===== src/rtl/eth_tx_arbiter.sv =====
// Two-source arbiter for the MII transmit byte path: grants one frame source at a time,
// forwards its bytes gap-free, enforces the inter-frame gap and turns underruns and
// over-length frames into tx_er aborts. Define ETH_TX_ARB_RR_EN for round-robin arbitration.
`timescale 1ns/1ps

module eth_tx_arbiter #(
    parameter int IFG_BYTES = 12,
    parameter int MAX_LEN   = 1526,
    parameter int START_TO  = 64,
    parameter int DATA_W    = 8
) (
    input  logic              clk,
    input  logic              rst,
    input  logic [1:0]        req,
    output logic [1:0]        gnt,
    input  logic [DATA_W-1:0] s0_data,
    input  logic              s0_valid,
    input  logic              s0_last,
    output logic              s0_ready,
    input  logic [DATA_W-1:0] s1_data,
    input  logic              s1_valid,
    input  logic              s1_last,
    output logic              s1_ready,
    output logic [DATA_W-1:0] tx_data,
    output logic              tx_en,
    output logic              tx_er,
    output logic              busy,
    output logic [15:0]       underrun_cnt
);

    localparam int TMR_W = $clog2(MAX_LEN + START_TO + IFG_BYTES);

    typedef enum logic [2:0] {
        IDLE,
        START,
        PASS,
        DRAIN,
        GAP
    } state_t;

    state_t             state, state_nxt;
    logic               sel, sel_nxt;
    logic               win;
    logic [10:0]        len, len_nxt;
    logic [TMR_W-1:0]   tmr, tmr_nxt;
    logic               run_nxt;
    logic               uc_inc;

    logic [DATA_W-1:0]  byte_p0;
    logic               vld_p0;
    logic               last_p0;
    logic               rdy_p0;
    logic               acc_p0;

    logic [DATA_W-1:0]  data_p1;
    logic               vld_p1;
    logic               er_p1;

    function automatic logic [15:0] sat_inc(input logic [15:0] v);
        return (v == 16'hFFFF) ? v : v + 16'd1;
    endfunction

`ifdef ETH_TX_ARB_RR_EN
    // prio names the source that wins a tie; it points away from the last grant
    logic prio;

    always_ff @(posedge clk or posedge rst) begin
        if (rst) begin
            prio <= 1'b0;
        end else if (state_nxt == GAP && state != GAP) begin
            prio <= ~sel;
        end
    end

    always_comb begin
        win = (&req) ? prio : req[1];
    end
`else
    always_comb begin
        win = ~req[0];
    end
`endif

    // stage p0: granted source's byte and handshake
    always_comb begin
        byte_p0 = sel ? s1_data  : s0_data;
        vld_p0  = sel ? s1_valid : s0_valid;
        last_p0 = sel ? s1_last  : s0_last;
        rdy_p0  = sel ? s1_ready : s0_ready;
        acc_p0  = vld_p0 & rdy_p0;
    end

    always_comb begin
        state_nxt = state;
        sel_nxt   = sel;
        len_nxt   = len;
        tmr_nxt   = tmr;
        data_p1   = '0;
        vld_p1    = 1'b0;
        er_p1     = 1'b0;
        uc_inc    = 1'b0;

        case (state)
            IDLE: begin
                if (|req) begin
                    sel_nxt   = win;
                    state_nxt = START;
                    len_nxt   = '0;
                    tmr_nxt   = '0;
                end
            end

            START: begin
                if (acc_p0) begin
                    data_p1 = byte_p0;
                    vld_p1  = 1'b1;
                    len_nxt = 11'd1;
                    tmr_nxt = '0;
                    state_nxt = last_p0 ? GAP : PASS;
                end else if (tmr == TMR_W'(START_TO - 1)) begin
                    state_nxt = GAP;
                    tmr_nxt   = '0;
                end else begin
                    tmr_nxt = tmr + 1'b1;
                end
            end

            PASS: begin
                vld_p1  = 1'b1;
                tmr_nxt = '0;
                if (acc_p0) begin
                    data_p1 = byte_p0;
                    len_nxt = len + 11'd1;
                    if (last_p0) begin
                        state_nxt = GAP;
                    end else if (len == 11'(MAX_LEN - 1)) begin
                        // a full-length byte without last can only be followed by an over-length one
                        er_p1     = 1'b1;
                        uc_inc    = 1'b1;
                        state_nxt = DRAIN;
                    end
                end else begin
                    er_p1     = 1'b1;
                    uc_inc    = 1'b1;
                    state_nxt = DRAIN;
                end
            end

            DRAIN: begin
                // bounded by cycles, not bytes, so a silent source still releases the link
                if ((acc_p0 && last_p0) || tmr == TMR_W'(MAX_LEN - 1)) begin
                    state_nxt = GAP;
                    tmr_nxt   = '0;
                end else begin
                    tmr_nxt = tmr + 1'b1;
                end
            end

            GAP: begin
                if (tmr == TMR_W'(IFG_BYTES - 1)) begin
                    state_nxt = IDLE;
                    tmr_nxt   = '0;
                end else begin
                    tmr_nxt = tmr + 1'b1;
                end
            end

            default: begin
                state_nxt = IDLE;
            end
        endcase

        run_nxt = (state_nxt == START) || (state_nxt == PASS) || (state_nxt == DRAIN);
    end

    // stage p1: registered control and output byte
    always_ff @(posedge clk or posedge rst) begin
        if (rst) begin
            state        <= IDLE;
            sel          <= 1'b0;
            len          <= '0;
            tmr          <= '0;
            gnt          <= 2'b00;
            s0_ready     <= 1'b0;
            s1_ready     <= 1'b0;
            tx_data      <= '0;
            tx_en        <= 1'b0;
            tx_er        <= 1'b0;
            busy         <= 1'b0;
            underrun_cnt <= '0;
        end else begin
            state    <= state_nxt;
            sel      <= sel_nxt;
            len      <= len_nxt;
            tmr      <= tmr_nxt;
            gnt      <= run_nxt ? (sel_nxt ? 2'b10 : 2'b01) : 2'b00;
            s0_ready <= run_nxt & ~sel_nxt;
            s1_ready <= run_nxt & sel_nxt;
            tx_data  <= data_p1;
            tx_en    <= vld_p1;
            tx_er    <= er_p1;
            busy     <= (state_nxt != IDLE);
            if (uc_inc) begin
                underrun_cnt <= sat_inc(underrun_cnt);
            end
        end
    end

endmodule


===== config.mk =====
export PLATFORM = sky130hd
export DESIGN_NAME = eth_tx_arbiter
export DESIGN_NICKNAME = d
export VERILOG_FILES = /design/src/rtl/eth_tx_arbiter.sv
export SDC_FILE = /design/constraint.sdc
export NUM_CORES = 1
export LEC_CHECK = 0
export CORE_MARGIN = 5
export CORE_UTILIZATION = 45
export DETAILED_ROUTE_END_ITERATION = 10
export PLACE_DENSITY = 0.8
export SYNTH_ARGS = -nofsm -noshare
export SYNTH_HDL_FRONTEND = slang
export SYNTH_SLANG_ARGS = --single-unit
export TNS_END_PERCENT = 5

===== constraint.sdc =====
create_clock -name clk -period 1.9 [get_ports clk]
set_clock_uncertainty 0.2 [all_clocks]
set_input_delay 0.38 -clock clk [delete_from_list [all_inputs] [get_ports clk]]
set_output_delay 0.38 -clock clk [all_outputs]
set_load 0.02 [all_outputs]

==> impl_metrics.tcl <==
set metrics [dict create \
    wl_per_cell_um 18.8 \
    synth.distinct_cells 57 \
    drt-total-wl_um 9160 \
    critPathLaunchType "flip-flop" \
    synth_edf_count 0 \
    synth_area_per_cell_um2 10.2 \
    maxCapViolCount 0 \
    max_freq_ghz 0.452 \
    violations "setup timing" \
    slew_violations 0 \
    rsz0062_at_grt "yes" \
    num_rows 29 \
    status "finished with violations" \
    clk_latency_ps 320 \
    cp.required_ps 1860 \
    whs_ps 207 \
    grt_overflow_total 0 \
    grt_antenna_before_repair 0 \
    fin_crit_ps 2210 \
    synth.largest_area_cell "dfrtp_1" \
    drt-vias-per-instance 5.84 \
    r2r_slack_ps -310 \
    timing.rr.start "tmr[1]" \
    fin_nets 439 \
    worst_slack_ps -313 \
    die_x_um 89.7 \
    ys_top_cells_by_count "dfrtp_1 (55), nor2_1 (30), nand2_1 (20), xor2_1 (17), nand4_1 (15)" \
    port_buffers 54 \
    hold_viol 0 \
    period_share_pct 116 \
    worstRegToRegCells 7 \
    synthArstFlopShare_pct 100 \
    worstReg2RegEnd "busy" \
    crit_path_max_fanout 3 \
    ctsRootBufferMaster "clkbuf_8" \
    num_io_pins 55 \
    ant_nets 0 \
    cts-buffers-inserted 5 \
    synthFlopType "dfrtp_1" \
    drt_iter0_drc 182 \
    relSlewSlack_pct 65.7 \
    start_util_pct 45.5 \
    yosys_warnings 0 \
    worstMarginPinSlew_ps 513 \
    yosys-top-cells-area "dfrtp_1 (48%), xor2_1 (5.2%), mux2i_1 (4.2%)" \
    syn_area_um2 2860 \
    cts_tree "built" \
    drive_above_1_share_pct 32.1 \
    fp.dieH_um 89.7 \
    clock_path_buffers 2 \
    synthCells 280 \
    dieArea_um2 8040 \
    yosysTopAreaCellShare_pct 48.2 \
    synth-seq-area-share_pct 48.2 \
    dp.final_hpwl_um 5640 \
    ir_drop_mv 0.722 \
    grt_max_degree 56 \
    gp_congestion 0.825 \
    antenna_cells 0 \
    htreeDepth 2 \
    clkSinkCount 55 \
    synth-seq-cells 55 \
    fin_util_pct 69.8 \
    coreArea_um2 6280 \
    num_vias 2851 \
    setup_viol 38 \
    cp-end-kind "flip-flop" \
    clkTransAtPathRegs_ps 100 \
    grtUsageTotal_pct 22.3 \
    holdBufCountCts 0 \
    crit_arrival_ps 2180 \
    grt_pass1_vias 2857 \
    drt_pre_antenna_iters 7 \
    syn2layout_area_growth_pct 53.4 \
    cellLeakagePower_nw 2.19 \
    syn_nets 309 \
    grt_first_pass_wirelength_um 13800 \
    power.density_nw_per_um2 1050 \
    hp-class "in2async" \
    drc 0 \
    crit_type "reg2reg" \
    yosysMostFrequentCell "dfrtp_1" \
    power_mw 4.61 \
    fillers 444 \
]
==> layout by cell type (no fill, tap or decap), types with 7 or more instances in the layout <==
| cell type | synthesis | final |
|---|---|---|
| and3_1 | 10 | 10 |
| buf_4 | 3 | 69 |
| buf_6 | 1 | 7 |
| clkdlybuf4s50_1 | 0 | 31 |
| dfrtp_1 | 55 | 55 |
| dlygate4sd2_1 | 0 | 21 |
| mux2i_1 | 12 | 11 |
| nand2_1 | 20 | 20 |
| nand3_1 | 13 | 10 |
| nand4_1 | 15 | 15 |
| nor2_1 | 30 | 26 |
| o21ai_1 | 2 | 7 |
| xor2_1 | 17 | 16 |
==> worst max path at each step <==
stage / start / to / slack [ps] / cells after the start
2_1_floorplan: tmr[0] / tmr[3] / -170 / 7
3_3_place_gp: s1_last / underrun_cnt[10] / -480 / 7
3_5_place_dp: s0_last / underrun_cnt[12] / -600 / 7
4_1_cts: tmr[9] / busy / -170 / 6
5_1_grt: tmr[1] / tmr[3] / -330 / 6
6_report: tmr[1] / busy / -310 / 7
==> sequential cells by signal, summed over array words and instances (netlist names) <==
name and count:
tx_er 1, len 11, underrun_cnt 16, gnt 2, sel 1, tx_data 8, tmr 11, state 3
busy 1, tx_en 1
==> power breakdown <==
group	switching, mW	total, mW	internal, mW
sequential	0.124	1.47	1.34
clock	0.405	0.671	0.266
combinational	1.28	2.47	1.20
==> worst max-delay path, stage by stage (launching register included) <==
cell and delay [ps]:
dfrtp_1 390, ha_2 210, or4bb_1 480, nor4_4 200, buf_4 180, o22ai_2 70
a21oi_2 160, nand4_1 170
==> per-layer routing <==
metal  track usage, %  vias up  part of all wire, %
met2             39.4      121                   53
li1                 -     1273                    -
met3             3.56       45                  4.5
met1             26.2     1412                   38
met4             11.1        0                  5.2
met5                0        -                    0
==> area by class of cell <==
type	count	area, µm²	area share [%]
multi-input combinational	211	1660	37.8
sequential	55	1380	31.4
timing repair buffer	131	1140	25.9
tap	77	96.3	2.20
clock buffer	6	72.6	1.66
inverter	6	25.0	0.571
clock inverter	2	16.3	0.371
==> cells by family after synthesis <==
family	synth area share [%]
and+or+nand+nor	24.8
DFF	48.2
buffers and inverters	2.72
muxes	5.00
AOI/OAI and AO/OA	10.1
adders and majority gates	2.19
xor gates and xnor gates	7.06
==> what timing repair did <==
action                                  4_1_cts  5_1_grt
resized for setup                            51       35
setup buffers                                 3        9
cloned                                        1        0
endpoints found under the setup margin       64       45
pin swaps                                    31       15
==> through the flow <==
step | setup TNS, ps | instance area, µm² | std cells | setup slack, ps
global route | -8320 | 4380 | 488 | -328
floorplan | -3220 | 2860 | 280 | -169
finish | -6080 | 4380 | 488 | -313
CTS | -3360 | 4180 | 479 | -168
global placement | -15490 | 3940 | 467 | -478
detailed placement | -18460 | 3940 | 467 | -598
Power figures use the tool's default switching activity.
